### config.mk
export PLATFORM = sky130hd
export DESIGN_NAME = inst_fetch
export DESIGN_NICKNAME = d
export VERILOG_FILES = /design/src/rtl/inst_fetch_pkg.sv /design/src/rtl/inst_fetch_next_pc.sv /design/src/rtl/inst_fetch.sv
export SDC_FILE = /design/constraint.sdc
export NUM_CORES = 1
export LEC_CHECK = 0
export CORE_MARGIN = 2
export CORE_UTILIZATION = 50
export DETAILED_ROUTE_END_ITERATION = 12
export GPL_ROUTABILITY_DRIVEN = 0
export PLACE_DENSITY = 0.84
export SETUP_SLACK_MARGIN = 0.2
export SYNTH_ARGS = -nofsm -noshare
export SYNTH_HDL_FRONTEND = slang
export SYNTH_SLANG_ARGS = --single-unit
### constraint.sdc
create_clock -name clk -period 13.23 [get_ports clk]
set_input_delay 3.3075 -clock clk [delete_from_list [all_inputs] [get_ports clk]]
set_output_delay 3.3075 -clock clk [all_outputs]
set_load 0.02 [all_outputs]
### src/rtl/inst_fetch_pkg.sv
// Shared types and constants for the IF stage: word widths, the held {pc, inst} entry
// and the word-alignment helper used to form the request address.
package inst_fetch_pkg;

    localparam int INST_ADDR_W = 32;
    localparam int INST_W      = 32;

    localparam logic [INST_W-1:0]      ZERO_WORD = '0;
    localparam logic [INST_ADDR_W-1:0] PC_STEP   = 32'd4;

    typedef struct packed {
        logic [INST_ADDR_W-1:0] pc;
        logic [INST_W-1:0]      inst;
    } if_entry_t;

    function automatic logic [INST_ADDR_W-1:0] align_word(input logic [INST_ADDR_W-1:0] addr);
        return addr & ~32'd3;
    endfunction

endpackage

### src/rtl/inst_fetch_next_pc.sv
// Next-PC priority mux for the fetch stage: flush > branch input > pending branch > pc+4.
// The PC only moves on a flush or when the held instruction leaves for IF/ID.
module inst_fetch_next_pc
    import inst_fetch_pkg::*;
(
    input  logic                   flush,
    input  logic [INST_ADDR_W-1:0] new_pc,
    input  logic                   advance,
    input  logic                   branch_flag,
    input  logic [INST_ADDR_W-1:0] branch_target,
    input  logic                   br_pend,
    input  logic [INST_ADDR_W-1:0] br_target,
    input  logic [INST_ADDR_W-1:0] pc,
    output logic [INST_ADDR_W-1:0] pc_next
);

    always_comb begin
        pc_next = pc;
        if (flush) begin
            pc_next = new_pc;
        end else if (advance) begin
            if (branch_flag) begin
                pc_next = branch_target;
            end else if (br_pend) begin
                pc_next = br_target;
            end else begin
                pc_next = pc + PC_STEP;
            end
        end
    end

endmodule

### src/rtl/inst_fetch.sv
// IF stage: owns the PC, issues one-outstanding requests on the instruction port and holds
// one {pc, inst} for IF/ID. Optional misaligned-PC fault path is built with IF_ADEL_CHECK_EN.
module inst_fetch
    import inst_fetch_pkg::*;
#(
    parameter logic [INST_ADDR_W-1:0] RESET_PC = 32'hBFC0_0000
) (
    input  logic                   clk,
    input  logic                   rst,
    input  logic [5:0]             stall,
    input  logic                   flush,
    input  logic [INST_ADDR_W-1:0] new_pc,
    input  logic                   branch_flag_i,
    input  logic [INST_ADDR_W-1:0] branch_target_address_i,
    output logic                   inst_req,
    output logic [INST_ADDR_W-1:0] inst_addr,
    input  logic                   inst_addr_ok,
    input  logic                   inst_data_ok,
    input  logic [INST_W-1:0]      inst_rdata,
    output logic [INST_ADDR_W-1:0] if_pc,
    output logic [INST_W-1:0]      if_inst,
    output logic                   stallreq_from_if
`ifdef IF_ADEL_CHECK_EN
    ,
    output logic                   if_adel
`endif
);

    typedef enum logic [1:0] {
        ST_REQ  = 2'd0,
        ST_WAIT = 2'd1,
        ST_HOLD = 2'd2,
        ST_DROP = 2'd3
    } fetch_state_e;

    fetch_state_e           state_q, state_d;
    logic [INST_ADDR_W-1:0] pc_q, pc_d;
    logic                   br_pend_q, br_pend_d;
    logic [INST_ADDR_W-1:0] br_target_q, br_target_d;
    if_entry_t              held_q, held_d;
    logic                   advance;
    logic                   misaligned;

    // Only stall[0] gates this stage; the other bits belong to later stages.
    logic unused_stall_bits;
    assign unused_stall_bits = ^stall[5:1];

    assign advance = (state_q == ST_HOLD) && !stall[0];

`ifdef IF_ADEL_CHECK_EN
    logic adel_q, adel_d;
    assign misaligned = (pc_q[1:0] != 2'b00);
    assign if_adel    = adel_q;
`else
    assign misaligned = 1'b0;
`endif

    assign inst_req         = !rst && (state_q == ST_REQ) && !misaligned;
    assign inst_addr        = align_word(pc_q);
    assign if_pc            = held_q.pc;
    assign if_inst          = held_q.inst;
    assign stallreq_from_if = (state_q != ST_HOLD);

    inst_fetch_next_pc u_next_pc (
        .flush         (flush),
        .new_pc        (new_pc),
        .advance       (advance),
        .branch_flag   (branch_flag_i),
        .branch_target (branch_target_address_i),
        .br_pend       (br_pend_q),
        .br_target     (br_target_q),
        .pc            (pc_q),
        .pc_next       (pc_d)
    );

    always_comb begin
        state_d     = state_q;
        br_pend_d   = br_pend_q;
        br_target_d = br_target_q;
        held_d      = held_q;
`ifdef IF_ADEL_CHECK_EN
        adel_d      = adel_q;
`endif
        if (flush) begin
            br_pend_d = 1'b0;
            held_d    = '{pc: ZERO_WORD, inst: ZERO_WORD};
`ifdef IF_ADEL_CHECK_EN
            adel_d    = 1'b0;
`endif
            // A read already accepted by memory will still return; swallow it in DROP.
            unique case (state_q)
                ST_REQ:  state_d = (inst_req && inst_addr_ok) ? ST_DROP : ST_REQ;
                ST_WAIT: state_d = inst_data_ok ? ST_REQ : ST_DROP;
                ST_DROP: state_d = inst_data_ok ? ST_REQ : ST_DROP;
                default: state_d = ST_REQ;
            endcase
        end else begin
            unique case (state_q)
                ST_REQ: begin
`ifdef IF_ADEL_CHECK_EN
                    if (misaligned) begin
                        state_d = ST_HOLD;
                        held_d  = '{pc: pc_q, inst: ZERO_WORD};
                        adel_d  = 1'b1;
                    end else
`endif
                    if (inst_addr_ok) begin
                        state_d = ST_WAIT;
                    end
                end
                ST_WAIT: begin
                    if (inst_data_ok) begin
                        state_d = ST_HOLD;
                        held_d  = '{pc: pc_q, inst: inst_rdata};
                    end
                end
                ST_HOLD: begin
                    if (!stall[0]) begin
                        state_d   = ST_REQ;
                        br_pend_d = 1'b0;
                        held_d    = '{pc: ZERO_WORD, inst: ZERO_WORD};
`ifdef IF_ADEL_CHECK_EN
                        adel_d    = 1'b0;
`endif
                    end
                end
                default: begin
                    if (inst_data_ok) begin
                        state_d = ST_REQ;
                    end
                end
            endcase
            // A branch that cannot steer the PC this cycle is remembered; a newer one wins.
            if (branch_flag_i && !advance) begin
                br_pend_d   = 1'b1;
                br_target_d = branch_target_address_i;
            end
        end
    end

    always_ff @(posedge clk or posedge rst) begin
        if (rst) begin
            state_q     <= ST_REQ;
            pc_q        <= RESET_PC;
            br_pend_q   <= 1'b0;
            br_target_q <= ZERO_WORD;
            held_q      <= '{pc: ZERO_WORD, inst: ZERO_WORD};
`ifdef IF_ADEL_CHECK_EN
            adel_q      <= 1'b0;
`endif
        end else begin
            state_q     <= state_d;
            pc_q        <= pc_d;
            br_pend_q   <= br_pend_d;
            br_target_q <= br_target_d;
            held_q      <= held_d;
`ifdef IF_ADEL_CHECK_EN
            adel_q      <= adel_d;
`endif
        end
    end

endmodule

==> metrics.yaml, run 1 <==
outcome:
  outcome: "complete, no violations"
critical_path:
  crit_required_ns: 9.92
  critical_path_buf_inv_count: 2
  crit_top_cell: "clkdlybuf4s50_1"
  path_cells: "clkdlybuf4s50_1, nor3_1, clkdlybuf4s50_1"
  path_class: "in -> out"
  cp_max_fo: 2
  arrival_ns: 4.68
  crit_path_start_kind: "input port"
  crit_path_end_kind: "output port"
  r2r_slack_ns: 10.62
  critical_path.top_delay_family: "buffers and inverters"
  critPathSlowestCell: "clkdlybuf4s50_1"
  max_stage_delay_ns: 0.66
sta:
  fin_tns_setup_ns: 0
  rsz0062_at_grt: "no"
  slew_viol_final: 0
  timing.final.crit_share_pct: 60.35
  tightest_slew_ns: 1.059
  setup_viol: 0
  skew_ns: 0.004980
  period_needed_ns: 7.985
  hold_viol_final: 0
  max-slew-margin-rel_pct: 29.43
  clock.fmax_mhz: 125.2
floorplanning:
  io_pins: 206
  rows: 42
  fp.dieW_um: 120.8
  die_area_um2: 14590
  core-area_um2: 13300
  initial_core_util_pct: 51.31
  die_h_um: 120.8
cts:
  clkSinkCount: 131
  h-tree-depth: 4
  cts_setup_buffers: 0
  clk_pin_slew_ns: 0.05
  clk_path_buf_depth: 2
  cts-root-buf: "clkbuf_16"
  post_cts_resized: 0
  cts_buffers: 17
  hold_buffers: 0
  insertion_delay_ns: 0.42
  cts_tree: "done"
pwr:
  p_switching_uw: 600.3
  pwr-share-comb_pct: 35.4
  intPower_uw: 1116
  powerDensity_nw_per_um2: 185.3
  p_leak_uw: 0.003718
  peakVddDrop_uv: 103.6
  swShare_pct: 34.98
  clkPwrFrac_pct: 27.7
  seq_power_share_pct: 36.9
synth:
  synthFlopType: "dfrtp_1"
  ys_seq_area_share_pct: 48.22
  yosysTopAreaCell: "dfrtp_1"
  synth_common_cells: "182 x nand2_1, 122 x dfrtp_1, 101 x o21ai_0"
  synthDominantCellAreaShare_pct: 44.75
  yosys.cell_count.top_type: "nand2_1"
  synthesis.area_um2: 6822
  synth_cell_type_count: 62
  ys_top_cells_by_area: "dfrtp_1 45%, nand2_1 10%, o21ai_0 7.4%, mux2_2 5.0%, buf_4 3.5%"
  syn_area_per_cell_um2: 8.825
  yosys_warnings: 0
  synthCells: 773
  ys_seq_elements: 131
  synth_edf_count: 0
  synthArstFlopShare_pct: 100.0
cells_and_area:
  n_antenna_cell: 0
  nNetsFinal: 1020
  fin_cells: 1097
  drive_gt1_share_pct: 9.555
  area_growth_pct: 35.75
  stdcell_area_um2: 9260
global_routing:
  grt_max_degree: 129
  grt_pass1_wl_mm: 30.21
  grt_overflow_total: 0
  grt_pass1_vias: 5630
  antenna_found_initial: 0
  grt_use_total_pct: 26.78
route:
  post-route-drc-count: 0
  drtIter0Drc: 569
  vias: 6141
  dr.pass1.iters: 5
  avgViaCountPerCell: 5.598
  ant_nets: 0
  wire_per_inst_um: 17.23
  wirelength_mm: 18.90
placed_design:
  dpl.cell_count: 1068
  post-dp-hpwl_mm: 12.88
  place_area_um2: 8668
  port_buffers: 198
run:
  cap_viol_max_count: 0
min_path:
  min_path_type: "reg -> reg"
==> cell usage in the layout, fill, tap and decap left out, types with 5 or more instances in the layout <==
cell type | Yosys | final
clkdlybuf4s50_1 | 0 | 198
nand2_1 | 182 | 182
dfrtp_1 | 122 | 122
o21ai_0 | 101 | 101
nor2_1 | 32 | 31
mux2_2 | 30 | 30
a21oi_1 | 30 | 29
nand2b_1 | 17 | 17
clkbuf_16 | 0 | 17
nand3_1 | 13 | 13
buf_4 | 32 | 11
nor3_1 | 10 | 10
a32o_1 | 9 | 9
dfstp_2 | 9 | 9
nand4_1 | 8 | 8
a31oi_1 | 9 | 8
inv_1 | 8 | 7
o22ai_1 | 7 | 7
and3_1 | 6 | 6
o31ai_1 | 6 | 6
a221o_1 | 5 | 5
a221oi_1 | 5 | 5
==> registers in the layout, indices dropped and copies added, names as in the netlist <==
signal	cells
br_target_q	32
if_pc	32
br_pend_q	1
pc_q	32
state_q	2
if_inst	32
==> layout make-up <==
cell class	count	area [µm²]
fillers	1015	4035
flip-flops and latches	131	3289
multi-input cells	544	3059
repair buffers	209	2064
clock buffers	24	491.7
well taps	176	220.2
clock inverters	5	100.1
inverters	8	35.03
==> path summary, 6_finish.rpt <==
kind | from | to | cells after the start
hold / removal | if_pc[23] | if_pc[23] | 2
min in group asynchronous | rst | br_target_q[25] | 2
setup reg to reg | state_q[0] | if_pc[2] | 6
max in group asynchronous | rst | if_inst[3] | 3
hold reg to reg | if_pc[23] | if_pc[23] | 2
setup / recovery | rst | inst_req | 3
==> kinds of logic (layout without fill, tap and decap cells) <==
kind of cell,Yosys count,count (layout),share of synthesized area [%]
xor gates and xnor gates,5,5,0.6419
adders and majority gates,1,1,0.1834
AOI/OAI and AO/OA,209,209,18.82
buffers and inverters,99,246,7.465
other,1,2,0.05497
and+or+nand+nor,294,294,19.22
DFF,131,131,48.22
muxes,33,33,5.392
==> stage by stage <==
step / power [µW] / hold WS (ns) / setup WS [ns] / utilization [%]
final: 1716 / 0.4733 / 5.245 / 69.65
after global routing: 1811 / 0.4945 / 5.205 / 69.65
after CTS: 1722 / 0.4807 / 5.247 / 69.65
after detailed placement: 1245 / 0.4687 / 5.264 / 65.20
after global placement: 1228 / 0.4598 / 5.264 / 65.20
after floorplan: 987.5 / 0.4805 / 6.109 / -
==> layer usage <==
metal	share of wire [%]	vias up	routed length (µm)	track usage (%)
met1	45	2824	8520	38.33
met2	44	326	8366	39.83
met5	0	-	0	0
met3	8.4	42	1587	6.415
met4	2.2	0	425	9.375
li1	-	2949	-	-
==> tightest hold or removal path, stage by stage, from the launching register on <==
cell and delay [ns]:
dfrtp_1 0.33, nand2_1 0.05, o21ai_0 0.06
==> power by group through the flow <==
| stage | Clock (µW) | Sequential (µW) | Combinational, µW |
|---|---|---|---|
| 6_report | 475 | 634 | 607 |
| 5_1_grt | 502 | 652 | 658 |
| 4_1_cts | 480 | 633 | 610 |
| 3_5_place_dp | 0 | 638 | 606 |
| 3_3_place_gp | 0 | 631 | 598 |
| 2_1_floorplan | 0 | 671 | 317 |
(Power assumes the default switching activity.)
==> run 2, diff against run 1 <==
Settings changed: CORE_UTILIZATION 50 to 48, PLACE_DENSITY 0.84 to 0.81.
Clock period 13.23 ns to 7.95 ns, I/O delays scaled along.
==> metrics.yaml, run 2 (synthesis results as in run 1) <==
route:
  drtIter0Drc: 459  # was 569
  dr.pass1.iters: 5  # unchanged
  wirelength_mm: 18.80  # was 18.90 mm
  wire_per_inst_um: 17.03  # was 17.23 µm
  post-route-drc-count: 0  # unchanged
  vias: 6196  # was 6141
  avgViaCountPerCell: 5.612  # was 5.598
  ant_nets: 0  # unchanged
floorplanning:
  die_h_um: 123.2  # was 120.8 µm
  initial_core_util_pct: 49.14  # was 51.31%
  fp.dieW_um: 123.2  # was 120.8 µm
  die_area_um2: 15180  # was 14590 µm²
  core-area_um2: 13880  # was 13300 µm²
  rows: 43  # was 42
  io_pins: 206  # unchanged
critical_path:
  crit_start: "rst"  # unchanged
  crit_top_cell: "clkdlybuf4s50_1"  # unchanged
  critical_path_buf_inv_count: 2  # unchanged
  crit_path_start_kind: "input port"  # unchanged
  critPathSlowestCell: "clkdlybuf4s50_1"  # unchanged
  path_cells: "clkdlybuf4s50_1, nor3_1, clkdlybuf4s50_1"  # unchanged
  cp_max_fo: 2  # unchanged
  arrival_ns: 3.35  # was 4.68 ns
  crit_path_end_kind: "output port"  # unchanged
  critical_path.top_delay_family: "buffers and inverters"  # unchanged
  crit_required_ns: 5.96  # was 9.92 ns
  max_stage_delay_ns: 0.65  # was 0.66 ns
  path_class: "in -> out"  # unchanged
  timing.rr.start: "state_q[0]"  # unchanged
cts:
  cts_tree: "done"  # unchanged
  hold_buffers: 0  # unchanged
  clk_pin_slew_ns: 0.05  # about the same
  clk_path_buf_depth: 2  # unchanged
  clkSinkCount: 131  # unchanged
  h-tree-depth: 4  # unchanged
  cts_setup_buffers: 0  # unchanged
  post_cts_resized: 0  # unchanged
  insertion_delay_ns: 0.41  # was 0.42 ns
  cts_buffers: 17  # unchanged
  cts-root-buf: "clkbuf_16"  # unchanged
cells_and_area:
  drive_gt1_share_pct: 9.848  # was 9.555%
  area_growth_pct: 36.37  # was 35.75%
  final_common_cell: "clkdlybuf4s50_1"  # unchanged
  n_antenna_cell: 0  # unchanged
  nNetsFinal: 1020  # unchanged
  layout_common_cells: "198 x clkdlybuf4s50_1, 182 x nand2_1, 122 x dfrtp_1, 101 x o21ai_0, 31 x nor2_1"  # unchanged
sta:
  fin_tns_setup_ns: 0  # unchanged
  timing.final.ws_setup_ns: 2.611  # was 5.245 ns
  max-slew-margin-rel_pct: 37.93  # was 29.43%
  period_needed_ns: 5.339
  skew_ns: 0.005875  # was 0.004980 ns
  tightest_slew_ns: 0.9310  # was 1.059 ns
  slew_viol_final: 0  # unchanged
  rsz0062_at_grt: "no"  # unchanged
  timing.final.crit_share_pct: 67.16
  clock.fmax_mhz: 187.3
  hold_viol_final: 0  # unchanged
  setup_viol: 0  # unchanged
placed_design:
  dp_slack_ns: 2.570  # was 5.264 ns
  port_buffers: 198  # unchanged
  post-dp-hpwl_mm: 13.17  # was 12.88 mm
min_path:
  worstHoldStart: "if_pc[25]"  # was if_pc[23]
  min_path_type: "reg -> reg"  # unchanged
run:
  cap_viol_max_count: 0  # unchanged
pwr:
  peakVddDrop_uv: 158.4  # was 103.6 µV
  seq_power_share_pct: 36.5  # was 36.9%
  p_leak_uw: 0.003733  # was 0.003718 µW
  swShare_pct: 34.73  # was 34.98%
  power.total_uw: 2888  # was 1716 µW
  p_switching_uw: 1003  # was 600.3 µW
  intPower_uw: 1885  # was 1116 µW
  clkPwrFrac_pct: 28.6  # was 27.7%
  pwr-share-comb_pct: 34.8  # was 35.4%
  powerDensity_nw_per_um2: 310.5  # was 185.3 nW/µm²
global_routing:
  grt_use_total_pct: 24.79  # was 26.78%
  grt_pass1_wl_mm: 28.81  # was 30.21 mm
  antenna_found_initial: 0  # unchanged
  grt_pass1_vias: 5596  # was 5630
  grt_max_degree: 75  # was 129
  grt_overflow_total: 0  # unchanged
outcome:
  outcome: "complete, no violations"  # unchanged
[run 2: cell count changes in the layout (fill, tap and decap cells not counted), sizes merged]
cell and change:
clkinv +2, clkinvlp +1, clkbuf -1, bufinv +1
[run 2: area by class of cell]
type,instances,area [µm²]
fillers,1119,4578
flip-flops and latches,131,3289
multi-input cells,544,3059
repair buffers,209,2064
clock buffers,23,478.0
well taps,180,225.2
clock inverters,9,151.4
inverters,8,35.03
[run 2: power by group through the flow]
stage | logic (µW) | clock network, µW | registers, µW
floorplan | 528 | 0 | 1120
global placement | 990 | 0 | 1050
detailed placement | 1010 | 0 | 1060
CTS | 1010 | 839 | 1050
global route | 1090 | 868 | 1090
finish | 1010 | 827 | 1060
[run 2: worst paths after layout]
check,end,depth (start not counted),slack (ns)
setup / recovery,inst_req,3,2.61
setup reg to reg,if_pc[31],6,5.29
min in group asynchronous,br_target_q[22],2,2.04
hold reg to reg,if_pc[25],2,0.48
max in group asynchronous,pc_q[11],3,4.56
hold / removal,if_pc[25],2,0.48
[run 2: through the flow]
step / area, µm² / hold WS [ns] / util (%) / instances
final: 9303 / 0.4758 / 67.02 / 1104
after global routing: 9303 / 0.4973 / 67.02 / 1104
after CTS: 9303 / 0.4818 / 67.02 / 1104
after detailed placement: 8673 / 0.4697 / 62.48 / 1072
after global placement: 8673 / 0.4606 / 62.48 / 1072
after floorplan: 6825 / 0.4805 / - / 774
[run 2: tightest hold or removal path, stage by stage, from the launching register on]
cell	delay, ns
dfrtp_1	0.33
nand2_1	0.05
o21ai_0	0.06
[run 2: metal layers]
metal  vias to the layer above  share of wire, %  global-route usage, %
met3                        34               8.7                  6.181
met1                      2921                45                  34.05
met2                       277                45                  38.02
li1                       2964                 -                      -
met4                         0               2.0                  9.162
met5                         -                 0                      0
==> run 3, diff against run 2 <==
Settings changed: CORE_UTILIZATION 48 to 43, PLACE_DENSITY 0.81 to 0.77.
Clock period 7.95 ns to 4.3 ns, I/O delays scaled along.
==> metrics.yaml, run 3 (synthesis results as in run 1) <==
outcome:
  outcome: "complete, no violations"  # unchanged
cts:
  post_cts_resized: 0  # unchanged
  cts_setup_buffers: 0  # unchanged
  insertion_delay_ns: 0.43  # was 0.41 ns
  clkSinkCount: 131  # unchanged
  clk_pin_slew_ns: 0.06  # was 0.05 ns
  cts_buffers: 17  # unchanged
  clk_path_buf_depth: 2  # unchanged
  cts-root-buf: "clkbuf_16"  # unchanged
  cts_tree: "done"  # unchanged
  hold_buffers: 0  # unchanged
  h-tree-depth: 4  # unchanged
critical_path:
  reg2reg_depth: 6  # unchanged
  path_cells: "clkdlybuf4s50_1, nor3_1, clkdlybuf4s50_1"  # unchanged
  crit_start: "rst"  # unchanged
  crit_top_cell: "clkdlybuf4s50_1"  # unchanged
  timing.rr.start: "state_q[1]"  # was state_q[0]
  r2r_slack_ns: 2.09  # was 5.29 ns
  timing.rr.end: "pc_q[8]"  # was if_pc[31]
  path_class: "in -> out"  # unchanged
  critPathSlowestCell: "clkdlybuf4s50_1"  # unchanged
  max_stage_delay_ns: 0.66  # was 0.65 ns
  crit_required_ns: 3.22  # was 5.96 ns
  arrival_ns: 2.39  # was 3.35 ns
  crit_path_start_kind: "input port"  # unchanged
  cp_max_fo: 2  # unchanged
  crit_path_end_kind: "output port"  # unchanged
min_path:
  worstHoldStart: "if_pc[31]"  # was if_pc[25]
  min_path_type: "reg -> reg"  # unchanged
  whs_path_depth: 2  # unchanged
  hold_path_end: "if_pc[31]"  # was if_pc[25]
sta:
  fin_tns_setup_ns: 0  # unchanged
  slew_viol_final: 0  # unchanged
  tightest_slew_ns: 0.8586  # was 0.9310 ns
  hold_viol_final: 0  # unchanged
  rsz0062_at_grt: "no"  # unchanged
  period_needed_ns: 3.467
  timing.final.crit_share_pct: 80.62
  max-slew-margin-rel_pct: 42.64  # was 37.93%
  clock.fmax_mhz: 288.5
  skew_ns: 0.01062  # was 0.005875 ns
  setup_viol: 0  # unchanged
placed_design:
  post-dp-hpwl_mm: 13.52  # was 13.17 mm
  port_buffers: 198  # unchanged
route:
  wirelength_mm: 19.01  # was 18.80 mm
  dr.pass1.iters: 6  # was 5
  drtIter0Drc: 407  # was 459
  avgViaCountPerCell: 5.366  # was 5.612
  wire_per_inst_um: 16.56  # was 17.03 µm
  post-route-drc-count: 0  # unchanged
  ant_nets: 0  # unchanged
  vias: 6160  # was 6196
cells_and_area:
  fillerInstances: 1368  # was 1119
  final_common_cell: "clkdlybuf4s50_1"  # unchanged
  n_antenna_cell: 0  # unchanged
  nNetsFinal: 1028  # was 1020
  area_growth_pct: 38.19  # was 36.37%
  layout_common_cells: "198 x clkdlybuf4s50_1, 182 x nand2_1, 122 x dfrtp_1, 101 x o21ai_0, 31 x nor2_1"  # unchanged
  drive_gt1_share_pct: 10.94  # was 9.848%
  fin_util_pct: 59.99  # was 67.02%
pwr:
  power.total_uw: 5331  # was 2888 µW
  intPower_uw: 3434  # was 1885 µW
  seq_power_share_pct: 36.4  # was 36.5%
  p_switching_uw: 1897  # was 1003 µW
  p_leak_uw: 0.003768  # was 0.003733 µW
  swShare_pct: 35.59  # was 34.73%
  pwr-share-comb_pct: 35.6  # was 34.8%
  clkPwrFrac_pct: 28.0  # was 28.6%
  peakVddDrop_uv: 314.9  # was 158.4 µV
  powerDensity_nw_per_um2: 565.6  # was 310.5 nW/µm²
floorplanning:
  core-area_um2: 15710  # was 13880 µm²
  io_pins: 206  # unchanged
  die_h_um: 130.0  # was 123.2 µm
  rows: 46  # was 43
  fp.dieW_um: 130.0  # was 123.2 µm
  initial_core_util_pct: 43.41  # was 49.14%
  die_area_um2: 16890  # was 15180 µm²
global_routing:
  grt_pass1_wl_mm: 29.85  # was 28.81 mm
  grt_overflow_total: 0  # unchanged
  grt_use_total_pct: 22.91  # was 24.79%
  grt_pass1_vias: 5630  # was 5596
  antenna_found_initial: 0  # unchanged
  grt_max_degree: 76  # was 75
run:
  cap_viol_max_count: 0  # unchanged
run 3: cell type report:
class	instances	area (µm²)	area share, %
Timing Repair Buffer	217	2162	22.94
Sequential cell	131	3289	34.90
Clock inverter	13	158.9	1.686
Multi-Input combinational cell	544	3059	32.45
Clock buffer	19	452.9	4.805
Inverter	8	33.78	0.3584
Tap cell	216	270.3	2.867
run 3: metal layers:
layer / share of wire, % / up-vias / track usage, %
li1: - / 2971 / -
met1: 47 / 2893 / 32.78
met4: 2.0 / 0 / 8.286
met3: 7.5 / 36 / 5.084
met2: 44 / 260 / 34.28
met5: 0 / - / 0
run 3: power groups by stage:
stage | registers, µW | logic, µW | clock network [µW]
2_1_floorplan | 2060 | 976 | 0
3_3_place_gp | 1940 | 1880 | 0
3_5_place_dp | 1960 | 1900 | 0
4_1_cts | 1940 | 1910 | 1520
5_1_grt | 1990 | 2070 | 1570
6_report | 1940 | 1900 | 1490
run 3: worst max path at each step:
stage / slack [ns] / to
after floorplan: 1.61 / br_pend_q
after global placement: 0.84 / inst_req
after detailed placement: 0.84 / inst_req
after CTS: 0.83 / inst_req
after global routing: 0.74 / inst_req
final: 0.83 / inst_req
run 3: stage by stage:
| stage | setup WS [ns] | cell area, µm² | instances | hold WS, ns |
|---|---|---|---|---|
| 5_1_grt | 0.7440 | 9427 | 1148 | 0.5043 |
| 3_5_place_dp | 0.8438 | 8815 | 1116 | 0.4691 |
| 2_1_floorplan | 1.609 | 6829 | 774 | 0.4805 |
| 4_1_cts | 0.8258 | 9427 | 1148 | 0.4821 |
| 3_3_place_gp | 0.8390 | 8815 | 1116 | 0.4602 |
| 6_report | 0.8333 | 9427 | 1148 | 0.4745 |
run 3: worst max-delay path, delay by kind of cell:
family,cells,cell delay [ns]
simple gates,1,0.20
buf+inv,2,1.12
